==> src/rtl/cpu_stage_sequencer_if.sv <==
// Program-load stream interface for cpu_stage_sequencer.
// The master is the stream source (drives valid/data/last); the slave is the
// sequencer, which returns ready.
interface cpu_stage_sequencer_if #(
    parameter int INSTR_W = 12
);
    logic               ld_valid;
    logic [INSTR_W-1:0] ld_data;
    logic               ld_last;
    logic               ld_ready;

    modport master (
        output ld_valid,
        output ld_data,
        output ld_last,
        input  ld_ready
    );

    modport slave (
        input  ld_valid,
        input  ld_data,
        input  ld_last,
        output ld_ready
    );
endinterface

==> src/rtl/cpu_stage_sequencer.sv <==
// CPU stage sequencer: owns the program-load phase and then cycles
// FETCH -> DECODE -> EXECUTE, with start/halt control at instruction
// boundaries. core_en qualifies every core register/memory enable.
// Optional feature macro: SINGLE_STEP_EN (step pulse in HALT runs exactly one
// instruction and returns to HALT). Without it, step is ignored.
module cpu_stage_sequencer #(
    parameter int PMEM_DEPTH = 256,
    parameter int ADDR_W     = 8,
    parameter int INSTR_W    = 12,
    parameter int CNT_W      = 16
) (
    input  logic                  clk,
    input  logic                  rst,
    input  logic                  load_start,
    input  logic                  run_start,
    input  logic                  halt_req,
    input  logic                  step,
    cpu_stage_sequencer_if.slave  ld,
    output logic [1:0]            stage,
    output logic                  core_en,
    output logic [ADDR_W-1:0]     load_addr,
    output logic [INSTR_W-1:0]    load_instr,
    output logic                  load_done,
    output logic                  running,
    output logic                  halted,
    output logic [CNT_W-1:0]      instr_count
);

    localparam logic [2:0] S_IDLE    = 3'd0;
    localparam logic [2:0] S_LOAD    = 3'd1;
    localparam logic [2:0] S_FETCH   = 3'd2;
    localparam logic [2:0] S_DECODE  = 3'd3;
    localparam logic [2:0] S_EXECUTE = 3'd4;
    localparam logic [2:0] S_HALT    = 3'd5;

    localparam logic [ADDR_W-1:0] LAST_ADDR = ADDR_W'(PMEM_DEPTH - 1);

    logic [2:0]         state_reg, state_next;
    logic [1:0]         stage_reg, stage_next;
    logic [ADDR_W-1:0]  load_addr_reg, load_addr_next;
    logic               load_done_reg, load_done_next;
    logic [CNT_W-1:0]   instr_count_reg, instr_count_next;
    logic               running_reg, running_next;
    logic               halted_reg, halted_next;
    logic               step_mode_reg, step_mode_next;
    logic               handshake;

`ifndef SINGLE_STEP_EN
    // step has no effect in this build; keep it visibly consumed
    logic unused_step;
    assign unused_step = step;
`endif

    // Load words are only accepted while in LOAD; this also blocks any
    // word beyond the last program memory address.
    assign ld.ld_ready = (state_reg == S_LOAD);
    assign handshake   = ld.ld_valid && (state_reg == S_LOAD);
    assign load_instr  = ld.ld_data;

    // Core enable: every run stage, or a load handshake (memory write)
    always_comb begin
        core_en = 1'b0;
        case (state_reg)
            S_LOAD:                       core_en = handshake;
            S_FETCH, S_DECODE, S_EXECUTE: core_en = 1'b1;
            default:                      core_en = 1'b0;
        endcase
    end

    // Next-state, load address, counter and stage-derived status
    always_comb begin
        state_next       = state_reg;
        load_addr_next   = load_addr_reg;
        load_done_next   = 1'b0;
        instr_count_next = instr_count_reg;
        step_mode_next   = step_mode_reg;
        case (state_reg)
            S_IDLE, S_HALT: begin
                if (load_start) begin
                    state_next       = S_LOAD;
                    load_addr_next   = '0;
                    instr_count_next = '0;
                    step_mode_next   = 1'b0;
                end else if (run_start) begin
                    state_next     = S_FETCH;
                    step_mode_next = 1'b0;
                end
`ifdef SINGLE_STEP_EN
                else if (step && (state_reg == S_HALT)) begin
                    state_next     = S_FETCH;
                    step_mode_next = 1'b1;
                end
`endif
            end
            S_LOAD: begin
                if (handshake) begin
                    if (ld.ld_last || (load_addr_reg == LAST_ADDR)) begin
                        state_next     = S_IDLE;
                        load_done_next = 1'b1;
                    end else begin
                        load_addr_next = load_addr_reg + ADDR_W'(1);
                    end
                end
            end
            S_FETCH:  state_next = S_DECODE;
            S_DECODE: state_next = S_EXECUTE;
            S_EXECUTE: begin
                if (!(&instr_count_reg)) begin
                    instr_count_next = instr_count_reg + CNT_W'(1);
                end
                // A single-stepped instruction always parks in HALT
                if (step_mode_reg || halt_req) begin
                    state_next     = S_HALT;
                    step_mode_next = 1'b0;
                end else begin
                    state_next = S_FETCH;
                end
            end
            default: state_next = S_IDLE;
        endcase

        case (state_next)
            S_FETCH:   stage_next = 2'b01;
            S_DECODE:  stage_next = 2'b10;
            S_EXECUTE: stage_next = 2'b11;
            default:   stage_next = 2'b00;
        endcase
        running_next = (state_next == S_FETCH) || (state_next == S_DECODE) ||
                       (state_next == S_EXECUTE);
        halted_next  = (state_next == S_HALT);
    end

    // State and registered outputs; reset takes effect immediately
    always_ff @(posedge clk or posedge rst) begin
        if (rst) begin
            state_reg       <= S_IDLE;
            stage_reg       <= 2'b00;
            load_addr_reg   <= '0;
            load_done_reg   <= 1'b0;
            instr_count_reg <= '0;
            running_reg     <= 1'b0;
            halted_reg      <= 1'b0;
            step_mode_reg   <= 1'b0;
        end else begin
            state_reg       <= state_next;
            stage_reg       <= stage_next;
            load_addr_reg   <= load_addr_next;
            load_done_reg   <= load_done_next;
            instr_count_reg <= instr_count_next;
            running_reg     <= running_next;
            halted_reg      <= halted_next;
            step_mode_reg   <= step_mode_next;
        end
    end

    assign stage       = stage_reg;
    assign load_addr   = load_addr_reg;
    assign load_done   = load_done_reg;
    assign instr_count = instr_count_reg;
    assign running     = running_reg;
    assign halted      = halted_reg;

endmodule

==> src/flat_wrapper.sv <==
// flat-port wrapper written by rule: the top's interface ports become plain ports
module cpu_stage_sequencer_flat 
#(
    parameter int PMEM_DEPTH = 256,
    parameter int ADDR_W     = 8,
    parameter int INSTR_W    = 12,
    parameter int CNT_W      = 16
)
  (clk, rst, load_start, run_start, halt_req, step, stage, core_en, load_addr, load_instr, load_done, running, halted, instr_count, ld_ld_valid, ld_ld_data, ld_ld_last, ld_ld_ready);
  cpu_stage_sequencer_if #(.INSTR_W(INSTR_W)) ld_i ();
  input  logic clk;
  input  logic rst;
  input  logic load_start;
  input  logic run_start;
  input  logic halt_req;
  input  logic step;
  output logic [1:0] stage;
  output logic core_en;
  output logic [ADDR_W-1:0] load_addr;
  output logic [INSTR_W-1:0] load_instr;
  output logic load_done;
  output logic running;
  output logic halted;
  output logic [CNT_W-1:0] instr_count;
  input wire logic [$bits(ld_i.ld_valid)-1:0] ld_ld_valid;
  input wire logic [$bits(ld_i.ld_data)-1:0] ld_ld_data;
  input wire logic [$bits(ld_i.ld_last)-1:0] ld_ld_last;
  output wire logic [$bits(ld_i.ld_ready)-1:0] ld_ld_ready;
  assign ld_i.ld_valid = ld_ld_valid;
  assign ld_i.ld_data = ld_ld_data;
  assign ld_i.ld_last = ld_ld_last;
  assign ld_ld_ready = ld_i.ld_ready;
  cpu_stage_sequencer #(.PMEM_DEPTH(PMEM_DEPTH), .ADDR_W(ADDR_W), .INSTR_W(INSTR_W), .CNT_W(CNT_W)) u_core (.clk(clk), .rst(rst), .load_start(load_start), .run_start(run_start), .halt_req(halt_req), .step(step), .ld(ld_i), .stage(stage), .core_en(core_en), .load_addr(load_addr), .load_instr(load_instr), .load_done(load_done), .running(running), .halted(halted), .instr_count(instr_count));
endmodule
==> config.mk <==
export PLATFORM = sky130hd
export DESIGN_NAME = cpu_stage_sequencer_flat
export DESIGN_NICKNAME = d
export VERILOG_FILES = /design/src/rtl/cpu_stage_sequencer_if.sv /design/src/rtl/cpu_stage_sequencer.sv /design/src/flat_wrapper.sv
export SDC_FILE = /design/constraint.sdc
export NUM_CORES = 1
export LEC_CHECK = 0
export BUFFER_PORTS_ARGS = -buffer_cell sky130_fd_sc_hd__buf_2
export CORE_UTILIZATION = 54
export CTS_CLUSTER_SIZE = 28
export DETAILED_ROUTE_END_ITERATION = 8
export PLACE_DENSITY = 0.92
export SLEW_MARGIN = 20
export SYNTH_ARGS = -nofsm -noshare
export SYNTH_HDL_FRONTEND = slang
export SYNTH_SLANG_ARGS = --single-unit
==> constraint.sdc <==
create_clock -name clk -period 3.31 [get_ports clk]
set_clock_uncertainty 0.05 [all_clocks]
set_input_delay 0.1655 -clock clk [delete_from_list [all_inputs] [get_ports clk]]
set_output_delay 0.1655 -clock clk [all_outputs]
set_load 0.005 [all_outputs]
==> out/results.ini <==
[status]
status = finished, final reports clean

[critical_path]
arrival_ps = 2180
cp_max_fo = 13
path_delay_family = simple AND/OR/NAND/NOR gates
slowest_delay_ps = 620
rrSetupSlack_ps = 1280
critPathBufInv = 0
worst_setup_path_start_kind = flop
cpMaxStageDelayCell = dfrtp_1
required_ps = 3460
critPathKind = reg -> reg
endpoint_kind = flop
cp_cell_sequence = nor3b_2, nand4_1, o21ai_2, or3_2, a21oi_1

[routing]
drc = 0
drtAntennaViolNets = 0
drtPass1Iterations = 4
routed_via_density = 5.60
vias = 1494
finalWirelength_mm = 3.55
drtIter0Drc = 49
wire_per_inst_um = 13.3

[global_route]
antenna_found_initial = 0
grt_max_degree = 33
grt_pass1_wl_mm = 5.82
grt.overflow.total = 0
grt_pass1_vias = 1352
grt_usage_pct = 22.1

[layout]
post-route-util_pct = 64.4
nets = 244
largest_reg_flops = 16
stdcell_count = 267
syn_to_final_growth_pct = 10.6
num-fill-cells = 278
final_layout_size_suffix_gt1_share_pct = 25.6
num_antenna_cells = 0
stdcell_area_um2 = 2030

[power_and_ir_drop]
clkPwrFrac_pct = 25.7
seq_power_share_pct = 45.1
ir_drop_mv = 0.456
p_int_mw = 0.739
p_sw_mw = 0.412
switching_share_pct = 35.8
total_power_mw = 1.15
powerDensity_nw_per_um2 = 567
combPwrFrac_pct = 29.2
leakagePower_nw = 0.958

[place]
placed_cells = 258
io_buffers = 37
routabilityCongestion = 0.828
placed_area_um2 = 1950
hpwl_mm = 2.55

[clocking]
ctsResizeCount = 0
htreeDepth = 2
cts_buffers = 5
clockBufferDepth = 2
path_clk_slew_ps = 110
cts-root-buf = clkbuf_4
cts_tree = done
clkSinkCount = 32
insertion_delay_ps = 350

[timing]
tns_ps = 0
hold_viol_final = 0
rsz0062_at_grt = no
setup_viol = 0
period_minus_slack_ps = 2030
fin_crit_sh_pct = 61.4
drv_slew = 0
clock.fmax_mhz = 492
slew_headroom_pct = 50.4
tightestPinTransition_ps = 745

[floorplan]
io_pins = 63
core_um2 = 3150
fp.dieH_um = 60.3
initial_core_util_pct = 58.3
fp-row-count = 20
die_area_um2 = 3640
die_x_um = 60.3

[synth]
synth_flop_cell = dfrtp_1
netlist_area_um2 = 1840
synth-async-reset-ratio_pct = 100
synth_top_cell_area_share_pct = 43.6
avgSynthCellArea_um2 = 9.43
synth_edf_count = 0
synthTopCellsByCount = 32 x dfrtp_1, 18 x nor2_1, 15 x nand2_1
synth_nets = 217
yosysSeqAreaShare_pct = 43.6
synth.area.top_cells = dfrtp_1 44%, buf_4 5.3%, xnor2_1 3.8%, nor2_1 3.7%, nand2_1 3.1%
synthCells = 195
synth_seq_cells = 32
synthDistinctLibCells = 42
synth_area_leader_cell = dfrtp_1
yosys_warnings = 0
yosys.cell_count.top_type = dfrtp_1

[job]
cap_violations = 0

[hold_path]
hp-class = in -> reg

-- timing repair --
| item | CTS | global route |
|---|---|---|
| endpoints found under the hold margin | 32 | 0 |
| hold buffers | 1 | 0 |
| setup buffers | 0 | 0 |
-- final timing paths --
path                            cells after the start                endpoint             startpoint
max in group asynchronous                           4     u_core.load_addr[7]                    rst
worst min register to register                      2   u_core.instr_count[1]  u_core.instr_count[1]
worst max-delay path                                5  u_core.instr_count[11]    u_core.state_reg[2]
min in group asynchronous                           4   u_core.instr_count[5]                    rst
worst min-delay path                                3     u_core.state_reg[2]               halt_req
worst max register to register                      5  u_core.instr_count[11]    u_core.state_reg[2]
-- through the flow --
stage               hold WS (ps)  worst slack (ps)
floorplan                    232              1590
global placement             218              1320
detailed placement           215              1260
CTS                         20.0              1240
global route                35.7              1050
finish                      33.5              1280
-- metal layers --
| layer | vias to the layer above | wire [um] | track usage, % |
|---|---|---|---|
| met5 | - | 0 | 0 |
| met4 | 0 | 38 | 7.64 |
| met3 | 6 | 200 | 7.46 |
| met2 | 45 | 1640 | 34.9 |
| met1 | 703 | 1670 | 28.4 |
| li1 | 740 | - | - |
-- cell type report --
cell class                 instances  area (um2)  area share (%)
timing repair buffer              39         203            9.98
tap                               44        55.1            2.71
sequential                        32         801            39.4
clock buffer                       6        41.3            2.03
multi-input combinational        139         878            43.2
inverter                           5        18.8           0.924
clock inverter                     2        35.0            1.72
-- layout by cell type (no fill, tap or decap), drive strengths merged, types with 3 or more instances in the layout --
| cell | instances |
|---|---|
| nor3 | 7 |
| xor2 | 6 |
| xnor2 | 8 |
| o211ai | 4 |
| nand2 | 16 |
| nor2b | 3 |
| dfrtp | 32 |
| nand4 | 4 |
| buf | 38 |
| nor4 | 3 |
| clkbuf | 6 |
| o21a | 3 |
| nor2 | 18 |
| and4 | 3 |
| a21oi | 9 |
| nand3 | 10 |
| and3 | 5 |
| o2111ai | 3 |
| o21ai | 14 |
| inv | 5 |
| or3 | 5 |
-- worst register-to-register path, stage by stage (launching register included) --
cell and delay (ps):
dfrtp_1 620, nor3b_2 370, nand4_1 180, o21ai_2 410
or3_2 200, a21oi_1 60
-- cell families after synthesis --
kind of cell	count (synthesis)	share of synthesized area (%)
flops	32	43.6
compound gates	42	16.9
buf+inv	24	8.65
simple gates	81	22.9
xor+xnor	14	6.67
fa+ha+maj	2	1.36
-- power groups by stage --
stage	Sequential, mW	Combinational [mW]	Clock (mW)
5_1_grt	0.532	0.378	0.321
3_3_place_gp	0.523	0.329	0
4_1_cts	0.518	0.341	0.302
3_5_place_dp	0.527	0.339	0
2_1_floorplan	0.488	0.301	0
6_report	0.519	0.337	0.296
No activity file was read; power rests on OpenSTA's default activity.
